`config.mk`:
```
export PLATFORM = sky130hd
export DESIGN_NAME = param_stack
export DESIGN_NICKNAME = d
export VERILOG_FILES = /design/src/rtl/stack_pkg.sv /design/src/rtl/stack_mem.sv /design/src/rtl/param_stack.sv
export SDC_FILE = /design/constraint.sdc
export NUM_CORES = 1
export LEC_CHECK = 0
export BUFFER_PORTS_ARGS = -buffer_cell sky130_fd_sc_hd__clkbuf_2
export CAP_MARGIN = 5
export CORE_ASPECT_RATIO = 0.6
export CORE_MARGIN = 1
export CORE_UTILIZATION = 61
export DETAILED_ROUTE_END_ITERATION = 6
export PLACE_DENSITY_LB_ADDON = 0.25
export SETUP_SLACK_MARGIN = 0.2
export SKIP_LAST_GASP = 1
export SLEW_MARGIN = 20
export SYNTH_ARGS = -nofsm -noshare
export SYNTH_HDL_FRONTEND = slang
export SYNTH_SLANG_ARGS = --single-unit
```
`constraint.sdc`:
```
create_clock -name clk -period 3.9 [get_ports clk]
set_input_delay 0.975 -clock clk [delete_from_list [all_inputs] [get_ports clk]]
set_output_delay 0.975 -clock clk [all_outputs]
set_load 0.03 [all_outputs]
```
`src/rtl/stack_pkg.sv`:
```
// Shared definitions for param_stack.
//   cnt_width()   : bits needed to hold 0..depth
//   addr_width()  : bits needed to index depth entries
//   depth_legal() : parameter legality check used at elaboration
//   op_e          : decoded stack operation for one clock edge
package stack_pkg;

  typedef enum logic [1:0] {
    OP_NONE,
    OP_PUSH,
    OP_POP,
    OP_REPLACE
  } op_e;

  function automatic int cnt_width(input int depth);
    return $clog2(depth + 1);
  endfunction

  function automatic int addr_width(input int depth);
    return (depth > 1) ? $clog2(depth) : 1;
  endfunction

  function automatic bit depth_legal(input int depth);
    return depth >= 2;
  endfunction

endpackage

```
`src/rtl/stack_mem.sv`:
```
// Stack storage: DEPTH x DATA_WIDTH register file.
//   clk        : write clock
//   wr_en_i    : write strobe
//   wr_addr_i  : write index
//   wr_data_i  : write data
//   rd_addr_i  : asynchronous read index
//   rd_data_o  : asynchronous read data
// Contents are deliberately not reset.
module stack_mem #(
  parameter int DATA_WIDTH = 8,
  parameter int DEPTH      = 16,
  parameter int AW         = 4
) (
  input  logic                  clk,
  input  logic                  wr_en_i,
  input  logic [AW-1:0]         wr_addr_i,
  input  logic [DATA_WIDTH-1:0] wr_data_i,
  input  logic [AW-1:0]         rd_addr_i,
  output logic [DATA_WIDTH-1:0] rd_data_o
);

  logic [DATA_WIDTH-1:0] mem_q [DEPTH];

  always_ff @(posedge clk) begin
    if (wr_en_i) begin
      mem_q[wr_addr_i] <= wr_data_i;
    end
  end

  assign rd_data_o = mem_q[rd_addr_i];

endmodule

```
`src/rtl/param_stack.sv`:
```
// Parametrised LIFO stack with registered top-of-stack output.
//   clk, reset_n        : clock, async active-low reset
//   push, pop           : single-cycle request strobes (both = replace top)
//   clear               : synchronous empty, overrides push/pop
//   err_clear           : synchronous clear of sticky error
//   data_in             : push data
//   data_out            : registered top-of-stack, 0 when empty
//   count, full, empty  : occupancy status
//   overflow, underflow : one-cycle pulses for rejected push / pop
//   error               : sticky OR of overflow/underflow
module param_stack
  import stack_pkg::*;
#(
  parameter int DATA_WIDTH = 8,
  parameter int DEPTH      = 16,
  parameter int CNT_W      = cnt_width(DEPTH)
) (
  input  logic                  clk,
  input  logic                  reset_n,
  input  logic                  push,
  input  logic                  pop,
  input  logic                  clear,
  input  logic                  err_clear,
  input  logic [DATA_WIDTH-1:0] data_in,
  output logic [DATA_WIDTH-1:0] data_out,
  output logic [CNT_W-1:0]      count,
  output logic                  full,
  output logic                  empty,
  output logic                  overflow,
  output logic                  underflow,
  output logic                  error
);

  localparam int AW = addr_width(DEPTH);

  if (!depth_legal(DEPTH)) begin : g_bad_depth
    $error("param_stack: DEPTH must be at least 2");
  end

  logic [CNT_W-1:0]      count_q, count_d;
  logic [DATA_WIDTH-1:0] data_out_q, data_out_d;
  logic                  overflow_q, overflow_d;
  logic                  underflow_q, underflow_d;
  logic                  error_q, error_d;

  op_e                   op;
  logic                  full_w, empty_w;
  logic                  mem_we;
  logic [AW-1:0]         mem_wr_addr;
  logic [AW-1:0]         mem_rd_addr;
  logic [DATA_WIDTH-1:0] mem_rd_data;

  assign full_w  = (count_q == CNT_W'(DEPTH));
  assign empty_w = (count_q == '0);

  // Lookahead read of the entry that becomes top after a pop.
  assign mem_rd_addr = AW'(count_q - CNT_W'(2));

  stack_mem #(
    .DATA_WIDTH (DATA_WIDTH),
    .DEPTH      (DEPTH),
    .AW         (AW)
  ) u_mem (
    .clk       (clk),
    .wr_en_i   (mem_we),
    .wr_addr_i (mem_wr_addr),
    .wr_data_i (data_in),
    .rd_addr_i (mem_rd_addr),
    .rd_data_o (mem_rd_data)
  );

  // Request decode; clear wins and suppresses all pulses.
  always_comb begin
    op          = OP_NONE;
    overflow_d  = 1'b0;
    underflow_d = 1'b0;
    if (!clear) begin
      case ({push, pop})
        2'b10: begin
          if (full_w) overflow_d = 1'b1;
          else        op = OP_PUSH;
        end
        2'b01: begin
          if (empty_w) underflow_d = 1'b1;
          else         op = OP_POP;
        end
        2'b11: begin
          // On an empty stack the push half still executes.
          if (empty_w) begin
            op          = OP_PUSH;
            underflow_d = 1'b1;
          end else begin
            op = OP_REPLACE;
          end
        end
        default: ;
      endcase
    end
  end

  always_comb begin
    count_d     = count_q;
    data_out_d  = data_out_q;
    mem_we      = 1'b0;
    mem_wr_addr = AW'(count_q);
    if (clear) begin
      count_d    = '0;
      data_out_d = '0;
    end else begin
      case (op)
        OP_PUSH: begin
          mem_we     = 1'b1;
          count_d    = count_q + CNT_W'(1);
          data_out_d = data_in;
        end
        OP_POP: begin
          count_d    = count_q - CNT_W'(1);
          data_out_d = (count_q >= CNT_W'(2)) ? mem_rd_data : '0;
        end
        OP_REPLACE: begin
          mem_we      = 1'b1;
          mem_wr_addr = AW'(count_q - CNT_W'(1));
          data_out_d  = data_in;
        end
        default: ;
      endcase
    end
    // A new fault on the same edge as err_clear keeps error set.
    error_d = (error_q & ~err_clear) | overflow_d | underflow_d;
  end

  always_ff @(posedge clk or negedge reset_n) begin
    if (!reset_n) begin
      count_q     <= '0;
      data_out_q  <= '0;
      overflow_q  <= 1'b0;
      underflow_q <= 1'b0;
      error_q     <= 1'b0;
    end else begin
      count_q     <= count_d;
      data_out_q  <= data_out_d;
      overflow_q  <= overflow_d;
      underflow_q <= underflow_d;
      error_q     <= error_d;
    end
  end

  assign data_out  = data_out_q;
  assign count     = count_q;
  assign full      = full_w;
  assign empty     = empty_w;
  assign overflow  = overflow_q;
  assign underflow = underflow_q;
  assign error     = error_q;

endmodule

```
==> out/summary.md, run 1 <==
The run finished with clean final reports. The relative slew slack was 37.1%; the clock-pin transition on the worst setup and hold timing paths was 60 ps. The sum of net half-perimeters after detailed placement is 9000 µm, and the initial DRC count is 372. In this run the power density over the cells is 701 nW/µm².

After detailed routing, the number of remaining DRC violations is 0. For this design the static power due to leakage is 2.50 nW. The die covers 10600 µm². The share of the Yosys chip area taken by registers is 68.2%. CTS saw 144 sinks. The insertion delay to the later sink of the worst-skew pair is 420 ps. Setup repair after global routing left no endpoint under its margin.

The largest total area in the synthesized netlist belongs to edfxtp_1. Synthesis produced a netlist whose cell count is 360. The post-synthesis register bit count was 144. Average cell area after synthesis: 17.3 µm². Worst-path maximum fanout: 11. The placer congestion estimate is 0.867. The synthesized net count was 381; the area added between synthesis and finish was 16.3%. The number of enable flip-flop cells after synthesis is 128. After detailed routing, the total wire length is 14100 µm.

The pre-antenna-repair detailed-routing pass consisted of 5 iterations. Subtracting the final worst setup slack from the clock period gives 3170 ps. The number of top-level design ports is 32. Post-route worst setup slack: 731 ps. The longest clock path from root to sink contains 2 buffers.

The post-route netlist has 33.6% of its cells at a drive strength greater than 1. The routed design uses 5770 µm of met2 wire. Summing over every cut layer, the via total after detailed routing is 3685. The first global-routing pass estimated 21400 µm of wire. For the maximum clock frequency, the log shows 0.316 GHz. TritonCTS built the clock tree. The max-capacitance violation count was 0. In the final routing, the length of wire on met1 measures 6450 µm.

The clock tree synthesis step divided the H-tree into 4 levels. The uppermost layer routed was met4. After detailed placement, the total cell area comes to 6620 µm². Buffers placed on the I/O ports in this run total 31. Once the floorplan was initialized, standard cells occupied 63.0% of the core. Across the VDD grid, the largest voltage drop is 642 µV. The cell chosen for the clock root is clkbuf_16. Summing all non-filler instances in the final layout gives an area of 7230 µm².

The setup skew after layout is 8.86 ps, and the horizontal extent of the die is 132 µm. The post-CTS setup repair buffer count is 0, and the antenna diode count is 0. Data on the critical path is required at its endpoint by 2920 ps.

Number of clock buffers inserted by TritonCTS: 17. The worst path uses 81.2% of the clock period. The element type at the critical path start was a flip-flop. The post-route total power is 5.07 mW. The critical path in this run is classified as reg2out. For this run, the leading register cell type out of synthesis is edfxtp_1. The post-route setup TNS was 0 ps. The path class of the tightest hold or removal check is in2async.

The data arrival time of the critical path is 2190 ps, and the detailed route wirelength on metal3 is 1570 µm. Dividing the detail-routed wire length by the instance count gives 25.3 µm. After synthesis, the largest area contributor takes up 61.8% of total cell area. The global route total overflow was 0; the final-stage net count was 431. For the initial antenna violation count, the log shows 0.

Sorting the synthesized cells by area gives the leading types as edfxtp_1 62%, mux4_2 12%, dfrtp_1 6.4%, mux2_2 3.6%, o211ai_1 1.6%. Setup violations remaining at the end of the flow were counted as 0. Leaving out fill and tap cells, the most frequent cells in the layout are 128 x edfxtp_1, 32 x mux4_2, 31 x clkbuf_2. Total of cells resized after clock tree synthesis: 0. The average via count per standard cell came out at 6.60. The final-report hold violation count is 0.

The global routing usage summed across all routing layers was 29.4%; the async set or reset register ratio after synthesis was 11.1%. The worst setup path is captured at an output port. For the pin with the worst max-slew slack, the measured transition is 936 ps. At the placement stage, the worst setup path has a slack of 798 ps.

The tools report the synthesized cell area as 6220 µm². The most common library cell in the layout ignoring fill and taps was edfxtp_1. Buffers inserted to repair hold after CTS numbered 0. The run gives 0 as the max-slew violation count. Synthesis instantiated 51 different standard cells from the library. The die boundary height was 80.2 µm; the via count of the first global-routing pass was 3505. Entering global routing, the biggest net connects 41 pins. The count of nets left with antenna violations once routing finished came out at 0.

The logs give 9880 µm² for the core box area and 28 for the cell row count. During synthesis, Yosys emitted a total of 0 warnings.
==> state kept, by name (all words and copies together) (netlist names) <==
register / flops
overflow: 1
count: 5
u_mem.mem_q: 128
error: 1
data_out: 8
underflow: 1
==> logic make-up (layout without fill, tap and decap cells) <==
| group | after synthesis | count (layout) | synth area share (%) |
|---|---|---|---|
| flip-flops | 144 | 144 | 68.2 |
| AO/OA/AOI/OAI | 45 | 45 | 5.35 |
| multiplexers | 54 | 54 | 15.6 |
| adder cells (fa/ha/maj) | 7 | 7 | 1.41 |
| buffers and inverters | 33 | 96 | 2.47 |
| AND/OR/NAND/NOR | 77 | 77 | 6.94 |
==> critical path, stage by stage (launching register included) <==
cell and delay [ps]:
dfrtp_2 390, inv_1 230, ha_1 230, or4b_4 570, clkinv_4 140, clkbuf_2 210
==> worst paths after layout <==
check | cells after the start | startpoint | to | slack (ps)
max reg2reg | 8 | count[1]$_DFFE_PN0P_ | u_mem.mem_q[10][2]$_DFFE_PP_ | 770
min reg2reg | 1 | error$_DFF_PN0_ | error$_DFF_PN0_ | 500
min | 1 | reset_n | underflow$_DFF_PN0_ | 490
max in group asynchronous | 1 | reset_n | count[1]$_DFFE_PN0P_ | 3080
min in group clk | 1 | error$_DFF_PN0_ | error$_DFF_PN0_ | 500
max | 5 | count[1]$_DFFE_PN0P_ | empty | 730
==> through the flow <==
stage	util (%)	hold WS [ps]	instances
after floorplan	-	679	360
after global placement	67.0	472	526
after detailed placement	67.0	482	526
after CTS	73.2	484	558
after global routing	73.2	508	558
final	73.2	489	558
==> cell usage after synthesis, types with 2 or more instances <==
master and n:
nor2_1 18, mux2_2 20, a22oi_1 6, a21oi_1 4, nor3_1 9, nor3b_1 3, ha_1 7, a31oi_1 4
and4_1 2, nand4_1 6, o2111ai_1 2, nand3_1 2, and2_1 2, o21ai_0 3, nand2b_1 4, buf_6 2
edfxtp_1 128, nor4_1 3, dfrtp_1 16, o311ai_0 3, o211ai_1 13, clkbuf_1 13, buf_2 5, nor2b_1 4
mux4_2 32, nand2_1 13, inv_1 10, nand3b_1 3
==> layout make-up <==
type	instances	area (µm²)
inverter	11	46.3
multi-input combinational	183	1820
tap	135	169
clock buffer	18	429
clock inverter	14	188
timing repair buffer	53	333
sequential	144	4250
fill	620	2650
==> power breakdown <==
group | total (mW) | switching, mW | leakage [nW] | internal, mW
Combinational | 1.55 | 0.895 | 0.831 | 0.656
Sequential | 1.82 | 0.0524 | 1.37 | 1.77
Clock | 1.70 | 0.631 | 0.301 | 1.07
==> per-layer routing <==
layer,GRT usage (%),vias up
li1,-,1566
met1,45.0,1851
met2,38.5,239
met3,9.03,29
met4,12.6,0
met5,0,-
Power figures use the tool's default switching activity.
==> run 2: changes to the inputs <==
--- a/config.mk
+++ b/config.mk
@@ -9,7 +9,7 @@
 export CAP_MARGIN = 5
 export CORE_ASPECT_RATIO = 0.6
 export CORE_MARGIN = 1
-export CORE_UTILIZATION = 61
+export CORE_UTILIZATION = 55
 export DETAILED_ROUTE_END_ITERATION = 6
 export PLACE_DENSITY_LB_ADDON = 0.25
 export SETUP_SLACK_MARGIN = 0.2
==> constraint.sdc (replaced) <==
create_clock -name clk -period 2.58 [get_ports clk]
set_input_delay 0.645 -clock clk [delete_from_list [all_inputs] [get_ports clk]]
set_output_delay 0.645 -clock clk [all_outputs]
set_load 0.03 [all_outputs]
==> out/summary.md, run 2 (synthesis gave the netlist of run 1 again) <==
The worst setup path is captured at a flip-flop. In this run the power density over the cells is 1070 nW/µm². The flow ran to the end, but the final reports show violations. Leaving out fill and tap cells, the most frequent cell in the layout is edfxtp_1. For this design the static power due to leakage is 2.83 nW. For the number of buffers on the longest clock path, the log shows 2.

Hold timing on the final database bottoms out at a slack of 167 ps. In this run the worst setup path begins at count[1]$_DFFE_PN0P_. After detailed placement, the total cell area comes to 7020 µm². On the worst path, the slowest cell contributes a delay of 450 ps. The final-stage net count is 469. After routing the design area is 8060 µm². The worst setup path is launched from a flip-flop. Overall power consumption after layout is estimated at 8.61 mW. Global routing consumed, over all layers together, 28.0% of the routing resources. The run gives -26.2 ps as the post-route worst setup slack.

In this run the worst path has a maximum fanout of 7. After layout, the worst path uses 101% of the clock period. The via count of the first global-routing pass was 3868; the horizontal extent of the die was 139 µm. After detailed routing, the number of remaining DRC violations is 0.

The repair_antennas step left the layout with diodes totalling 0. The average via count per standard cell was 6.46; the slew at the pin closest to its max-slew limit was 794 ps. The routed design could run at a clock period as short as 2610 ps. After global routing the overflow that remains totals 0. For the starting density of the core, the log shows 57.7%.

The final reports fail on setup timing. Setup violations remaining at the end of the flow were counted as 5. The layer carrying the most global-route usage is met1. For met3 alone, demand over resource in global routing was 6.50%.

Counting the fill cells in the layout gives 605. For the worst slack at placement, the log shows 28.2 ps. Clock tree synthesis inserted a total of 17 buffers. The run gives -112 ps as the post-route setup TNS.

Detailed routing inserted a total of 3876 vias. The critical path contains buffers and inverters numbering 4 combined. The core region is 10800 µm². Global routing used 40.6% of the available met2 tracks. The initialized floorplan defines 29 standard-cell rows.

The final layout contains routed wiring with a total length of 15600 µm. For this run, global-route usage on met1 was measured as 41.8%. The worst hold path belongs to the class in2async.

At the worst endpoint, the arrival time is 2740 ps. Entering global routing, the biggest net connects 41 pins. For this design, the sink count on the clock tree is 144. Setup repair after global routing could not meet its margin everywhere.

The beginning of the worst register-to-register path was count[1]$_DFFE_PN0P_. Static timing analysis puts the maximum clock frequency at 0.384 GHz. The die is 84.4 µm tall. For the final-report hold violation count, the log shows 0. The cell class contributing the biggest share of worst-path delay is buffers and inverters. The register with the most flip-flops is u_mem.mem_q.

The tools report the initial antenna violation count as 0. The slowest cell on the critical path was dfrtp_2. The congestion estimate from routability-driven global placement came to 0.964.

The tool flagged a number of max-cap violations equal to 0. The tools report the wire length of the first global-routing pass as 23300 µm. For the worst setup path, the data required time is 2710 ps.

Number of flip-flops in the largest register: 128. Leaving out fill and tap cells, the most frequent cells in the layout are 128 x edfxtp_1, 37 x buf_4, 32 x mux4_2. The cell type with the highest occurrence count on the critical path was buf_4. The critical path goes through inv_8 -> buf_4 -> ha_2 -> a21bo_4 -> nor4_4 -> buf_4 -> o221ai_4 -> nor2_2 -> buf_4. Remaining antenna violation count after routing: 0. Clock latency on the worst-skew pair, taken at its later pin, is 420 ps. The initial DRC count is 482, and the max-slew violation count is 0. For the total die area, the log shows 11800 µm². The tools report the sum of net half-perimeters after detailed placement as 9430 µm. From synthesis to final layout, the design area changed by 29.7%. Between clock sinks in the finished design, the worst skew comes to 8.14 ps. The critical path in this run is classified as reg2reg. After clock tree synthesis, the clock-pin slew on the worst setup and hold paths is 60 ps. The H-tree generated during clock tree synthesis spans 4 levels. Dividing the detail-routed wire length by the instance count gives 26.0 µm.

The number of port buffers came out at 31. The share of final-layout standard cells stronger than drive strength 1 was 48.6%. In this run the clock root is driven by a clkbuf_16. The worst ir drop on vdd is 712 µV, and the number of buffers added to fix hold violations after cts is 0. In this run the register-to-register setup slack is -30 ps.

The worst pin sits at a relative slew slack of 46.8%. The detailed-routing iteration count for the pre-antenna-repair pass was 5. TritonCTS built the clock tree. 32 I/O pins were placed.
==> run 2: per-stage QoR <==
step	cells	utilization, %
6_report	600	74.8
5_1_grt	600	74.8
3_3_place_gp	553	65.1
2_1_floorplan	360	-
4_1_cts	594	73.1
3_5_place_dp	553	65.1
==> run 2: worst reg2reg max path, cell delays in order, from the launching register on <==
cell      delay [ps]
dfrtp_2          450
inv_8             70
buf_4            170
ha_2             210
a21bo_4          270
nor4_4           380
buf_4            200
o221ai_4         160
nor2_2           230
buf_4            200
==> run 2: final timing paths <==
check / depth (start not counted) / end
hold reg to reg: 2 / data_out[5]$_DFFE_PN0P_
min in group clk: 2 / count[1]$_DFFE_PN0P_
max in group asynchronous: 1 / count[1]$_DFFE_PN0P_
hold / removal: 1 / count[0]$_DFFE_PN0P_
setup reg to reg: 9 / u_mem.mem_q[13][3]$_DFFE_PP_
setup / recovery: 9 / u_mem.mem_q[13][3]$_DFFE_PP_
==> run 2: cell type report <==
type | count | area, µm² | share of cell area (%)
Inverter | 11 | 56.3 | 0.698
Multi-Input combinational cell | 183 | 2180 | 27.0
Clock inverter | 15 | 205 | 2.54
Clock buffer | 17 | 425 | 5.28
Timing Repair Buffer | 91 | 781 | 9.68
Sequential cell | 144 | 4250 | 52.7
Tap cell | 139 | 174 | 2.16
==> run 2: what timing repair did <==
item                       CTS  global route
resized for setup           31            23
setup buffers                9             6
pin swaps                    8            12
setup endpoints to repair  138           141
==> run 2: layer usage <==
| metal | routed length [µm] | part of all wire, % |
|---|---|---|
| met5 | 0 | 0 |
| met4 | 350 | 2.2 |
| met3 | 1290 | 8.3 |
| met2 | 7050 | 45 |
| met1 | 6910 | 44 |
==> run 2: report_power, final <==
part           switching [mW]  internal [mW]  total [mW]
Clock                    1.06           1.57        2.63
Combinational            1.74           1.51        3.25
Sequential             0.0598           2.67        2.73
Total                    2.86           5.75        8.61
==> run 3: changes to the inputs <==
--- a/config.mk
+++ b/config.mk
@@ -12,7 +12,7 @@
 export CORE_UTILIZATION = 55
 export DETAILED_ROUTE_END_ITERATION = 6
 export PLACE_DENSITY_LB_ADDON = 0.25
-export SETUP_SLACK_MARGIN = 0.2
+export SETUP_SLACK_MARGIN = 0.1
 export SKIP_LAST_GASP = 1
 export SLEW_MARGIN = 20
 export SYNTH_ARGS = -nofsm -noshare
==> out/summary.md, run 3 (synthesis gave the netlist of run 1 again) <==
The flow ran to the end, and the final reports show no timing, DRC or antenna violations. The depth of the most critical reg-to-reg path was 9. The worst slack at placement was -29.9 ps; the core box area was 10800 µm². The most common library cell in the layout ignoring fill and taps was edfxtp_1. The tree is rooted in a clkbuf_16. The register share of total power was 33.5%; the post-route worst setup slack was 38.6 ps. Clock-pin slew was measured on the worst setup and hold paths at 60 ps.

In this run the cell area measured after placement is 7020 µm². By startpoint and endpoint, the worst setup path is classified as reg2out. The share of final-layout standard cells stronger than drive strength 1 is 46.4%. The register with the most flip-flops in the layout has 128 of them. In this run the worst setup path terminates at empty.

Headroom to the max-slew limit came out at 30.7%. The total die area came out at 11800 µm². Measured along the y axis, the die boundary spans 84.4 µm.

In the layout the commonest cells are 128 x edfxtp_1, 38 x buf_4, 32 x mux4_2. Static timing analysis puts the maximum clock frequency at 0.393 GHz. Register with the most flip-flops: u_mem.mem_q.

The area taken by flip-flops and latches is 4250 µm², and the max-slew violation count is 0. IR analysis of the VDD net gives a maximum drop of 543 µV. In this run the horizontal extent of the chip is 139 µm. The clock arrives with 8.26 ps of skew.

Number of clock buffers inserted by TritonCTS: 17. Cells fill 73.0% of the core in the end. For flop-to-flop paths, the worst setup slack is 80 ps. The most critical setup path has its startpoint at count[1]$_DFFE_PN0P_.

The static leakage power was 2.75 nW; the average via count per standard cell was 6.29. The number of port buffers was 31. The global route total overflow is 0, and the worst-path maximum fanout is 4. TritonCTS built the clock tree.

For the pin with the worst max-slew slack, the measured transition is 1030 ps. The run gives 3653 as the via count of the first global-routing pass. The area used by multi-input combinational logic is 2060 µm². The power density normalized to cell area is 1030 nW/µm², and the combinational power share is 36.4%. The initialized floorplan defines 29 standard-cell rows.

At the end of routability-driven placement, the weighted congestion stood at 0.886. The final-report hold violation count was 0; the detailed-routing iteration count for the pre-antenna-repair pass was 4. For the worst setup path, the data required time is 1930 ps. For this design, the CTS-stage hold fixing added 0 buffers. Entering global routing, the biggest net connects 41 pins. The number of remaining DRC errors is 0. Subtracting the final worst setup slack from the clock period gives 2540 ps.

The run gives 433 as the initial DRC count. Of the total power, the share spent switching nets is 33.1%. The final-stage net count came out at 465.

For the remaining antenna violation count after routing, the log shows 0. The clock reaches the later pin of the worst-skew pair after 430 ps. Setup repair after global routing could not meet its margin everywhere. Summed over all nets, the switching power comes to 2.69 mW. The tools report the antenna diode count as 0.

The area added between synthesis and finish works out to 26.5%. Dividing the detail-routed wire length by the instance count gives 24.3 µm. Clock sink total: 144. The logs give 22100 µm for the wire length of the first global-routing pass and 0 for the initial antenna violation count.

The worst min-delay path class was in2async. The final layout contains routed wiring with a total length of 14500 µm. The ratio of final minimum period to clock period is 98.5%, and the starting density of the core is 57.7%. The number of cells in the design after placement was 553; the number of buffers on the longest clock path was 2.

The internal portion of the total power is 5.44 mW. Detailed placement ended at an HPWL of 9430 µm. The endpoint identified for the worst register-to-register timing path is u_mem.mem_q[10][5]$_DFFE_PP_. The logs give 628 for the layout filler cell count and 0 for the max-capacitance violation count. Setup violations remaining at the end of the flow were counted as 0. The tools report the post-route cell area as 7870 µm².

In this run the critical register-to-register path is launched from count[1]$_DFFE_PN0P_. The finished layout holds 596 standard cells, fillers aside. The tools report the critical path endpoint category as an output port. Data arrives at the worst endpoint at 1900 ps. The run gives 30.0% as the proportion of power drawn by the clock network. STA classifies the critical path startpoint as a flip-flop. The routed layout has 3751 vias. 32 I/O pins were placed.

Global routing used 26.7% of the available tracks. CTS built an H-tree with a depth of 4.
==> run 3: cell types whose count changed in the layout (fill, tap and decap cells not counted), sizes merged <==
cell and delta:
buf -5, bufinv -2, clkinv +2, clkbuf +1
==> run 3: worst max-delay path, stage by stage, from the launching register on <==
cell and delay [ps]:
dfrtp_2 450, inv_8 70, ha_4 120, or4b_4 510, clkinv_4 90, buf_6 110, buf_8 110
==> run 3: layout make-up <==
cell class / count / area share, %
Clock buffer: 17 / 5.41
Multi-Input combinational cell: 183 / 26.2
Timing Repair Buffer: 87 / 9.34
Clock inverter: 15 / 2.13
Tap cell: 139 / 2.21
Sequential cell: 144 / 54.0
Inverter: 11 / 0.716
==> run 3: what timing repair did <==
action                                  4_1_cts  5_1_grt
endpoints found under the hold margin         0        0
resized for setup                             5       25
pin swaps                                     3        5
setup buffers                                 3        8
endpoints found under the setup margin       98      134
==> run 3: worst min path at each step <==
stage                                from                       to  slack (ps)  depth (start not counted)
after floorplan                   reset_n     count[0]$_DFFE_PN0P_         350                          0
after global placement    error$_DFF_PN0_          error$_DFF_PN0_         470                          1
after detailed placement  error$_DFF_PN0_          error$_DFF_PN0_         520                          1
after CTS                         reset_n  data_out[6]$_DFFE_PN0P_         150                          1
after global routing              reset_n     count[4]$_DFFE_PN0P_         170                          1
final                             reset_n     count[4]$_DFFE_PN0P_         150                          1
==> run 3: stage by stage <==
step	hold slack, ps	total power [mW]	setup TNS [ps]
after floorplan	349	4.73	-32760
after global placement	468	5.37	0
after detailed placement	523	5.42	-553
after CTS	146	7.95	-154
after global routing	168	8.43	0
final	153	8.14	0
==> run 3: layer usage <==
metal  vias up  global-route usage, %  part of all wire [%]
met3        15                   8.50                   9.1
met2       158                   36.6                    45
met4         0                   7.07                   1.0
met5         -                      0                     0
met1      1938                   41.1                    45
li1       1640                      -                     -
==> run 3: power groups by stage <==
stage / Combinational (mW) / Sequential, mW / Clock, mW
finish: 2.97 / 2.73 / 2.44
global route: 3.13 / 2.74 / 2.57
CTS: 2.75 / 2.73 / 2.47
detailed placement: 2.64 / 2.78 / 0
global placement: 2.61 / 2.77 / 0
floorplan: 1.86 / 2.86 / 0
